[config.mk]
export PLATFORM = sky130hd
export DESIGN_NAME = mem_port_rr_arbiter_flat
export DESIGN_NICKNAME = d
export VERILOG_FILES = /design/src/rtl/mem_port_rr_arbiter_if.sv /design/src/rtl/mem_port_rr_arbiter.sv /design/src/flat_wrapper.sv
export SDC_FILE = /design/constraint.sdc
export NUM_CORES = 1
export LEC_CHECK = 0
export ABC_AREA = 1
export CAP_MARGIN = 20
export CORE_UTILIZATION = 52
export DETAILED_ROUTE_END_ITERATION = 10
export PLACE_DENSITY = 0.74
export RECOVER_POWER = 25
export SLEW_MARGIN = 20
export SYNTH_ARGS = -nofsm -noshare
export SYNTH_HDL_FRONTEND = slang
export SYNTH_SLANG_ARGS = --single-unit
[constraint.sdc]
create_clock -name clk -period 2.1 [get_ports clk]
set_clock_uncertainty 0.2 [all_clocks]
set_input_delay 0.42 -clock clk [delete_from_list [all_inputs] [get_ports clk]]
set_output_delay 0.42 -clock clk [all_outputs]
set_load 0.02 [all_outputs]
[src/rtl/mem_port_rr_arbiter_if.sv]
// Bundle of the request/grant handshake between four requesters and the
// arbiter that owns the shared data-memory port mux select.
interface mem_port_rr_arbiter_if;
  logic [3:0] req;
  logic       done;
  logic [3:0] gnt;
  logic [1:0] sel;
  logic       valid;
  logic       timeout_err;

  // Requester/resource side: raises requests and completion.
  modport master (
    output req,
    output done,
    input  gnt,
    input  sel,
    input  valid,
    input  timeout_err
  );

  // Arbiter side.
  modport slave (
    input  req,
    input  done,
    output gnt,
    output sel,
    output valid,
    output timeout_err
  );
endinterface

[src/rtl/mem_port_rr_arbiter.sv]
// Round-robin arbiter for the shared data-memory port. Holds a grant until
// done, withdrawal or watchdog expiry, and re-arbitrates on the same edge so
// back-to-back grants have no idle bubble.
module mem_port_rr_arbiter #(
  parameter int TIMEOUT = 16,
  parameter int TW      = 8
) (
  input logic                  clk,
  input logic                  rst,
  mem_port_rr_arbiter_if.slave bus
);

  typedef enum logic {IDLE = 1'b0, GRANT = 1'b1} state_t;

  state_t        state_reg, state_next;
  logic [3:0]    gnt_reg, gnt_next;
  logic [1:0]    sel_reg, sel_next;
  logic [1:0]    ptr_reg, ptr_next;
  logic [TW-1:0] timer_reg, timer_next;
  logic          terr_reg, terr_next;

  logic [2:0]    idle_pick;
  logic [2:0]    re_pick;
  logic          hit;
  logic          release_now;

  // Returns {found, index} of the first set bit of r searching p, p+1, ... mod 4.
  function automatic logic [2:0] rr_pick(input logic [3:0] r, input logic [1:0] p);
    logic [2:0] res;
    logic [1:0] idx;
    res = 3'b000;
    for (int k = 3; k >= 0; k--) begin
      idx = p + k[1:0];
      if (r[idx]) res = {1'b1, idx};
    end
    return res;
  endfunction

  // Candidate winners: fresh arbitration from IDLE, and same-edge handover
  // after release with the current owner masked out and the pointer advanced.
  always_comb begin
    idle_pick   = rr_pick(bus.req, ptr_reg);
    re_pick     = rr_pick(bus.req & ~gnt_reg, sel_reg + 2'd1);
    hit         = (timer_reg == TW'(TIMEOUT - 1));
    release_now = bus.done | ~bus.req[sel_reg] | hit;
  end

  // Next-state and next-output logic; registers hold by default.
  always_comb begin
    state_next = state_reg;
    gnt_next   = gnt_reg;
    sel_next   = sel_reg;
    ptr_next   = ptr_reg;
    timer_next = timer_reg;
    terr_next  = 1'b0;
    case (state_reg)
      IDLE: begin
        if (idle_pick[2]) begin
          gnt_next   = 4'b0001 << idle_pick[1:0];
          sel_next   = idle_pick[1:0];
          timer_next = '0;
          state_next = GRANT;
        end
      end
      GRANT: begin
        if (release_now) begin
          ptr_next   = sel_reg + 2'd1;
          // Completion on the last allowed cycle is a normal release.
          terr_next  = hit & ~bus.done;
          timer_next = '0;
          if (re_pick[2]) begin
            gnt_next = 4'b0001 << re_pick[1:0];
            sel_next = re_pick[1:0];
          end else begin
            gnt_next   = 4'b0000;
            state_next = IDLE;
          end
        end else begin
          timer_next = timer_reg + TW'(1);
        end
      end
      default: begin
        gnt_next   = 4'b0000;
        state_next = IDLE;
      end
    endcase
  end

  // State and output registers with synchronous reset.
  always_ff @(posedge clk) begin
    if (rst) begin
      state_reg <= IDLE;
      gnt_reg   <= 4'b0000;
      sel_reg   <= 2'd0;
      ptr_reg   <= 2'd0;
      timer_reg <= '0;
      terr_reg  <= 1'b0;
    end else begin
      state_reg <= state_next;
      gnt_reg   <= gnt_next;
      sel_reg   <= sel_next;
      ptr_reg   <= ptr_next;
      timer_reg <= timer_next;
      terr_reg  <= terr_next;
    end
  end

  assign bus.gnt         = gnt_reg;
  assign bus.sel         = sel_reg;
  assign bus.valid       = |gnt_reg;
  assign bus.timeout_err = terr_reg;

endmodule

[src/flat_wrapper.sv]
// flat-port wrapper written by rule: the top's interface ports become plain ports
module mem_port_rr_arbiter_flat 
#(
  parameter int TIMEOUT = 16,
  parameter int TW      = 8
)
  (clk, rst, bus_req, bus_done, bus_gnt, bus_sel, bus_valid, bus_timeout_err);
  mem_port_rr_arbiter_if bus_i ();
  input logic clk;
  input logic rst;
  input wire logic [$bits(bus_i.req)-1:0] bus_req;
  input wire logic [$bits(bus_i.done)-1:0] bus_done;
  output wire logic [$bits(bus_i.gnt)-1:0] bus_gnt;
  output wire logic [$bits(bus_i.sel)-1:0] bus_sel;
  output wire logic [$bits(bus_i.valid)-1:0] bus_valid;
  output wire logic [$bits(bus_i.timeout_err)-1:0] bus_timeout_err;
  assign bus_i.req = bus_req;
  assign bus_i.done = bus_done;
  assign bus_gnt = bus_i.gnt;
  assign bus_sel = bus_i.sel;
  assign bus_valid = bus_i.valid;
  assign bus_timeout_err = bus_i.timeout_err;
  mem_port_rr_arbiter #(.TIMEOUT(TIMEOUT), .TW(TW)) u_core (.clk(clk), .rst(rst), .bus(bus_i));
endmodule
* Yosys cells after proc, flatten, opt, wreduce, memory -nomap -nowiden
Index checks and enable logic that the tools add are counted.
Storage, ports and cells: register bits after elaboration 18, input port bits 7, output and inout port bits 8, logic and storage cells 84
Cells by class: add/sub/neg operators 8, magnitude comparators 9, equality and inequality tests 4, shift-type cells 2, muxes and demuxes 41, bitwise operators 9, reduce and logical (&&, ||, !) cells 5
Operators with widths (number):
- 2-bit by 3-bit < comparator with 1-bit output, second input constant | 9
- 3-bit two-way mux | 8
- 1-bit binary-select mux with 2-bit select | 9
- 8-bit two-way mux | 2
- 8-bit one-hot mux with 2 select lines | 1
- 1-bit two-way mux | 12
- 4-bit two-way mux | 3
- 2-bit adder, second input constant | 4
- 8-bit by 1-bit adder with 8-bit output, second input constant | 1
- 8-bit by 4-bit equality test with 1-bit output, second input constant | 1
- 4-bit one-hot mux with 2 select lines | 1
- 1-bit by 2-bit << shifter with 4-bit output, first input constant | 2
- 2-bit by 1-bit adder with 2-bit output, second input constant | 3
- 2-bit two-way mux | 3
- 4-bit bitwise AND | 1
- 2-bit inequality test, second input constant | 2
- 1-bit NOT | 4
- 4-bit NOT | 1
- 2-bit one-hot mux with 2 select lines | 1
- 2-bit AND reduction | 2
- 4-bit OR reduction | 1
- 3-bit AND reduction | 1
- 3-bit OR reduction | 1
- 2-bit by 1-bit inequality test with 1-bit output, second input constant | 1
- other kinds (3) | 4

* Logic depth before layout (Yosys ltp)
Gate-level depths: netlist of the first run.
depth in word-level cells 12, depth in mapped cells 15, mapped depth without buffers 14

* Worst setup path after synthesis of the first run
OpenSTA, ideal clock, no wires.
path type register to register, from register u_core.sel_reg[0] (netlist: u_core.bus.sel[0]), to register u_core.sel_reg[1] (netlist: u_core.bus.sel[1]), arrival 1435 ps, data required time 1784 ps, slack 349 ps, cell stages (with the launch flop) 15, path buffers 1, cells stage by stage dfxtp_1 -> buf_6 -> inv_8 -> nand2_2 -> nand2_2 -> inv_2 -> nand2_1 -> nand2_1 -> inv_2 -> nand2_1 -> nor2_4 -> a21oi_4 -> nand2_1 -> nor2_1 -> nor2_1
Between the ends: longest elaborated chain between the ends 11
RTL lines:
- from (decl) | line mem_port_rr_arbiter.sv:17 | logic [1:0] sel_reg, sel_next;
- from (signal assigned) | line mem_port_rr_arbiter.sv:101 | sel_reg <= sel_next;
- 2-bit by 1-bit adder with 2-bit output | line mem_port_rr_arbiter.sv:43 | re_pick = rr_pick(bus.req & ~gnt_reg, sel_reg + 2'd1);
- 2-bit adder | line mem_port_rr_arbiter.sv:33 | idx = p + k[1:0];
- 1-bit binary-select mux with 2-bit select | line mem_port_rr_arbiter.sv:34 | if (r[idx]) res = {1'b1, idx};
- 1-bit two-way mux (not written as such) | line mem_port_rr_arbiter.sv:34
- 3-bit two-way mux (4 in series) | line mem_port_rr_arbiter.sv:34
- 2-bit two-way mux | line mem_port_rr_arbiter.sv:71 | if (re_pick[2]) begin
- 2-bit two-way mux | line mem_port_rr_arbiter.sv:66 | if (release_now) begin
- 2-bit one-hot mux with 2 select lines | line mem_port_rr_arbiter.sv:56 | case (state_reg)
Parallel ways exist; a longest one is shown, timed or not. The select of a mux whose other input is x is not followed. A chain may end at the register's enable or synchronous reset.

* Worst setup path in the final report of the first run
from register u_core.sel_reg[0] (netlist: u_core.bus.sel[0]), to output bus_sel[0]
RTL lines:
- to (decl) | line flat_wrapper.sv:14 | output wire logic [$bits(bus_i.sel)-1:0] bus_sel;
No word-level cell between the ends.

==> flow_metrics.tcl, run 1 <==
set metrics [dict create \
    vias 1495 \
    worst-path-max-fanout 11 \
    whs_ns 0.297 \
    hold_end "u_core.timer_reg[1]" \
    drive_above_1_share_pct 18.1 \
    largest_register_ffs 8 \
    cts_tree "yes" \
    hold_depth 2 \
    postCtsHoldBufs 0 \
    fillerInstances 236 \
    seq_area_frac_synth_pct 26.3 \
    cts_max_level 1 \
    rsz0062_at_grt "false" \
    die_area_um2 2840 \
    power.density_nw_per_um2 1280 \
    clockRootBuffer "clkbuf_4" \
    avgSynthCellArea_um2 6.06 \
    crit_type "flop to output port" \
    ys_seq_elements 18 \
    grt_pass1_wl_um 5350 \
    grt_overflow 0 \
    port_buffers 14 \
    r2r_cells 8 \
    multiInputGateArea_um2 847 \
    status "complete, no violations" \
    regArea_um2 360 \
    drcViolationCount 0 \
    row_count 18 \
    end_kind "output port" \
    grt_start_max_net_pins 12 \
    wire_per_inst_um 11.7 \
    die_h_um 53.3 \
    period_minus_slack_ns 2.05 \
    ios 15 \
    reg2reg_setup_slack_ns 0.22 \
    finalSetupViolCount 0 \
    ant_nets 0 \
    ys_types 26 \
    clockBufferDepth 2 \
    syn-num-nets 234 \
    hold_viol_final 0 \
    grt_use_total_pct 25.9 \
    synth_area_um2 1370 \
    clock-sinks 18 \
    r2r-end "u_core.timer_reg[5]" \
    hold_class "flop to flop" \
    avgViaCountPerCell 5.26 \
    cp-start-kind "flop" \
    first_global_vias 1257 \
    drt-total-wl_um 3330 \
    syn_inst 226 \
    syn_to_final_growth_pct 20.6 \
    min-delay-start "u_core.timer_reg[1]" \
    coreArea_um2 2480 \
    gp_congestion 0.967 \
    insertion_delay_ns 0.30 \
    peakVddDrop_mv 0.966 \
    slew_violations 0 \
    worstPathRequired_ns 1.48 \
    cts_buffers 3 \
    initial_utilization_pct 55.3 \
    cp.arrival_ns 1.43 \
    first_pass_iters 4 \
    die_w_um 53.3 \
    period_share_pct 97.8 \
    maxSlewHeadroom_pct 75.6 \
    worstMarginPinSlew_ns 0.365 \
    drt_iter0_markers 33 \
    diodes 0 \
    layout.nets 263 \
    fin_tns_setup_ns 0 \
    rr_startpoint "u_core.ptr_reg[0]" \
    dp_hpwl_um 2650 \
    max_cap_viol_count 0 \
    antenna_found_initial 0 \
    clkTransAtPathRegs_ns 0.10 \
    p_leak_nw 0.827 \
    max_freq_ghz 0.487 \
    yosys_warnings 0 \
]
==> report_power, final <==
group / switching (W) / internal [W] / leakage [nW]
combinational: 0.000875 / 0.000537 / 0.659
sequential: 0.0000726 / 0.000412 / 0.147
clock: 0.000111 / 0.000106 / 0.0210
==> cells in the mapped netlist <==
library cell / number / area (um2)
nand2_2: 8 / 50.1
nand2_4: 2 / 22.5
nor2_4: 1 / 11.3
xnor2_1: 1 / 8.76
a21oi_1: 18 / 90.1
buf_6: 2 / 22.5
o21a_1: 3 / 22.5
o21ai_1: 3 / 15.0
inv_2: 9 / 33.8
nand3_1: 26 / 130
inv_1: 24 / 90.1
a211oi_1: 1 / 7.51
a211oi_2: 1 / 12.5
nand4_1: 4 / 25.0
ha_1: 1 / 12.5
nand2_1: 61 / 229
o21ai_2: 1 / 8.76
a21oi_4: 1 / 16.3
nand3_2: 3 / 30.0
o21ai_0: 9 / 45.0
inv_8: 1 / 11.3
nand3b_1: 1 / 7.51
nor2_2: 2 / 12.5
nor2_1: 24 / 90.1
dfxtp_1: 18 / 360
clkbuf_1: 1 / 3.75
==> worst max-delay path, stage by stage, from the launching register on <==
cell and delay, ns:
dfxtp_1 0.32, buf_4 0.19, clkdlybuf4s50_1 0.63
==> logic make-up after synthesis <==
kind of cell,synth area share (%)
XOR/XNOR,0.640
buffers and inverters,11.8
AO/OA/AOI/OAI,15.9
AND/OR/NAND/NOR,44.4
adder cells (fa/ha/maj),0.914
flip-flops,26.3
==> how the worst max path moves through the flow <==
stage | start | end | slack (ns) | cells after the start
floorplan | u_core.bus.sel[0] | u_core.bus.sel[1] | 0.35 | 14
global placement | bus_req[2] | u_core.bus.gnt[2] | -0.14 | 10
detailed placement | bus_req[0] | u_core.bus.gnt[2] | -0.17 | 12
CTS | u_core.bus.gnt[3] | bus_valid | 0.01 | 3
global route | u_core.bus.sel[0] | bus_sel[0] | 0.008 | 2
finish | u_core.bus.sel[0] | bus_sel[0] | 0.05 | 2
==> cells in the final DEF (no fill, tap or decap), types with 3 or more instances in the layout <==
cell type        synthesis  routed
nand2_1                 61      61
nand3_1                 26      26
inv_1                   24      24
nor2_1                  24      24
a21oi_1                 18      18
dfxtp_1                 18      18
buf_4                    0      13
clkdlybuf4s50_1          0      11
inv_2                    9       9
o21ai_0                  9       9
nand2_2                  8       8
nand4_1                  4       4
nand3_2                  3       3
o21a_1                   3       3
o21ai_1                  3       3
clkbuf_4                 0       3
==> area by class of cell <==
class / count / share of cell area, %
clock buffer: 4 / 2.20
timing repair buffer: 27 / 14.2
inverter: 34 / 8.19
multi-input combinational: 171 / 51.3
sequential: 18 / 21.8
tap: 30 / 2.27
==> repair_timing <==
action / CTS / global route
gates resized for setup: 0 / 3
endpoints found under the setup margin: 0 / 5
buffers inserted: 0 / 0
==> through the flow <==
step	util [%]	power, W	setup WS [ns]	area (um2)	instances
floorplan	-	0.00147	0.349	1370	226
global placement	65.3	0.00188	-0.138	1620	280
detailed placement	65.3	0.00192	-0.165	1620	280
CTS	66.8	0.00214	0.0117	1650	284
global route	66.6	0.00231	0.00849	1650	284
finish	66.6	0.00211	0.0466	1650	284
==> routing by layer <==
metal	routed length (um)	share of wire, %	vias to the layer above	track usage, %
met3	98	2.9	4	3.45
met2	1670	50	27	43.5
met4	44	1.3	0	9.65
li1	-	-	783	-
met5	0	0	-	0
met1	1510	45	681	32.9
(Power assumes the default switching activity.)
==> run 2, diff against run 1 <==
CORE_MARGIN = 5   (was not set)
==> run 2 against run 1 <==
Final cell count fell by 1.1%. Power fell by 3.7%. Non-clock buffer count fell by 2. Register-to-register slack improved by 0.02 ns. Final area fell by 0.99%. Combinational power fell by 4%. Largest power group unchanged. Via count fell by 3.0%. First-iteration DRC count rose to 4.2 times the previous value. Die area rose by 32%. Critical path depth fell by 1. Count of clock-buffer cells in the layout fell by 1. Flip-flop and latch count did not move.
==> flow_metrics.tcl, run 2 (synthesized netlist as in run 1, its figures left out) <==
set metrics [dict create \
    status "complete, no violations" \
    worstPathRequired_ns 1.48 \
    r2r_cells 10 \
    wire_per_inst_um 11.3 \
    dp_hpwl_um 2520 \
    die_w_um 61.3 \
    insertion_delay_ns 0.29 \
    hold_viol_final 0 \
    cts_setup_buffers 0 \
    grt_use_total_pct 18.9 \
    grt_pass1_wl_um 5420 \
    first_global_vias 1243 \
    critPathSlowestCell "clkdlybuf4s50_1" \
    grt_overflow 0 \
    syn_to_final_growth_pct 19.4 \
    drive_above_1_share_pct 18.3 \
    worst-path-max-fanout 6 \
    slew_violations 0 \
    cp.arrival_ns 1.39 \
    max_stage_delay_ns 0.65 \
    drt-total-wl_um 3180 \
    clkTransAtPathRegs_ns 0.09 \
    crit_family "buffers and inverters" \
    final_common_cell "nand2_1" \
    p_switching_w 0.00103 \
    diodes 0 \
    clockBufferDepth 2 \
    gp_congestion 0.858 \
    peakVddDrop_mv 0.828 \
    ant_nets 0 \
    ios 15 \
    hold_depth 2 \
    cts_tree "yes" \
    coreArea_um2 2500 \
    fin_tns_setup_ns 0 \
    hold_end "u_core.timer_reg[1]" \
    row_count 18 \
    worstMarginPinSlew_ns 0.355 \
    p_clk_share_pct 8.2 \
    path_buf_inv 1 \
    rsz0062_at_grt "false" \
    power.density_nw_per_um2 1250 \
    comb_power_share_pct 66.4 \
    end_kind "output port" \
    cts_resized 1 \
    min-delay-start "u_core.timer_reg[1]" \
    vias 1450 \
    p_leak_nw 0.831 \
    postCtsHoldBufs 0 \
    layout_common_cells "nand2_1, nand3_1, nor2_1" \
    max_cap_viol_count 0 \
    rr_startpoint "u_core.timer_reg[0]" \
    r2r-end "u_core.bus.sel[1]" \
    reg2reg_setup_slack_ns 0.24 \
    die_area_um2 3760 \
    maxSlewHeadroom_pct 76.3 \
    finalSetupViolCount 0 \
    die_h_um 61.3 \
    antenna_found_initial 0 \
    p_sw_share_pct 50.8 \
    largest_register_ffs 8 \
    max_freq_ghz 0.497 \
    cp-start-kind "flop" \
    crit_chain "clkdlybuf4s50_1" \
    hold_class "flop to flop" \
    period_minus_slack_ns 2.01 \
    grt_start_max_net_pins 12 \
    first_pass_iters 4 \
    crit_type "flop to output port" \
    power_frac_seq_pct 25.4 \
    clock-sinks 18 \
    cts_buffers 3 \
    avgViaCountPerCell 5.16 \
    drt_iter0_markers 140 \
    internal-power_w 0.00100 \
    cts_max_level 1 \
    period_share_pct 95.7 \
    clockRootBuffer "clkbuf_4" \
    port_buffers 14 \
    layout.nets 261 \
    post-route-util_pct 65.4 \
    initial_utilization_pct 54.8 \
    drcViolationCount 0 \
]
run 2: cell count changes in the layout (fill, tap and decap cells not counted), sizes merged:
cell           previous run  this run
dlygate4sd3               1         2
clkbuf                    5         4
buf                      13        11
clkdlybuf4s50            11         9
dlymetal6s2s              1         2
run 2: layout make-up:
| class | count | area (um2) |
|---|---|---|
| Sequential cell | 18 | 362 |
| Tap cell | 30 | 37.5 |
| Inverter | 34 | 135 |
| Multi-Input combinational cell | 171 | 856 |
| Clock buffer | 3 | 22.5 |
| Timing Repair Buffer | 25 | 221 |
| Fill cell | 242 | 866 |
run 2: worst max-delay path by stage:
| stage | startpoint | to | slack [ns] | depth (start not counted) |
|---|---|---|---|---|
| floorplan | u_core.bus.sel[0] | u_core.bus.sel[1] | 0.35 | 14 |
| global placement | bus_req[3] | u_core.bus.sel[1] | -0.22 | 12 |
| detailed placement | bus_req[3] | u_core.bus.sel[0] | -0.22 | 12 |
| CTS | u_core.bus.gnt[1] | bus_valid | 0.004 | 3 |
| global route | bus_req[2] | u_core.bus.sel[0] | 0.02 | 13 |
| finish | u_core.bus.sel[1] | bus_sel[1] | 0.09 | 1 |
run 2: power by group through the flow:
stage	clock [W]	sequential (W)	combinational (W)
2_1_floorplan	0	0.000535	0.000934
3_3_place_gp	0	0.000521	0.00137
3_5_place_dp	0	0.000520	0.00137
4_1_cts	0.000171	0.000515	0.00138
5_1_grt	0.000185	0.000532	0.00152
6_report	0.000166	0.000517	0.00135
run 2: stage by stage:
step	instances	total power (W)	area, um2	hold slack (ns)	worst slack [ns]
6_report	281	0.00203	1630	0.296	0.0895
5_1_grt	281	0.00223	1630	0.316	0.0202
4_1_cts	281	0.00206	1630	0.292	0.00385
3_5_place_dp	278	0.00189	1600	0.278	-0.225
3_3_place_gp	278	0.00190	1600	0.274	-0.216
2_1_floorplan	226	0.00147	1370	0.247	0.349
run 2: layer usage:
layer / global-route usage [%] / wire, um / vias to the layer above
li1: - / - / 783
met1: 27.4 / 1660 / 641
met2: 29.5 / 1380 / 24
met3: 4.61 / 123 / 2
met4: 1.86 / 14 / 0
met5: 0 / 0 / -
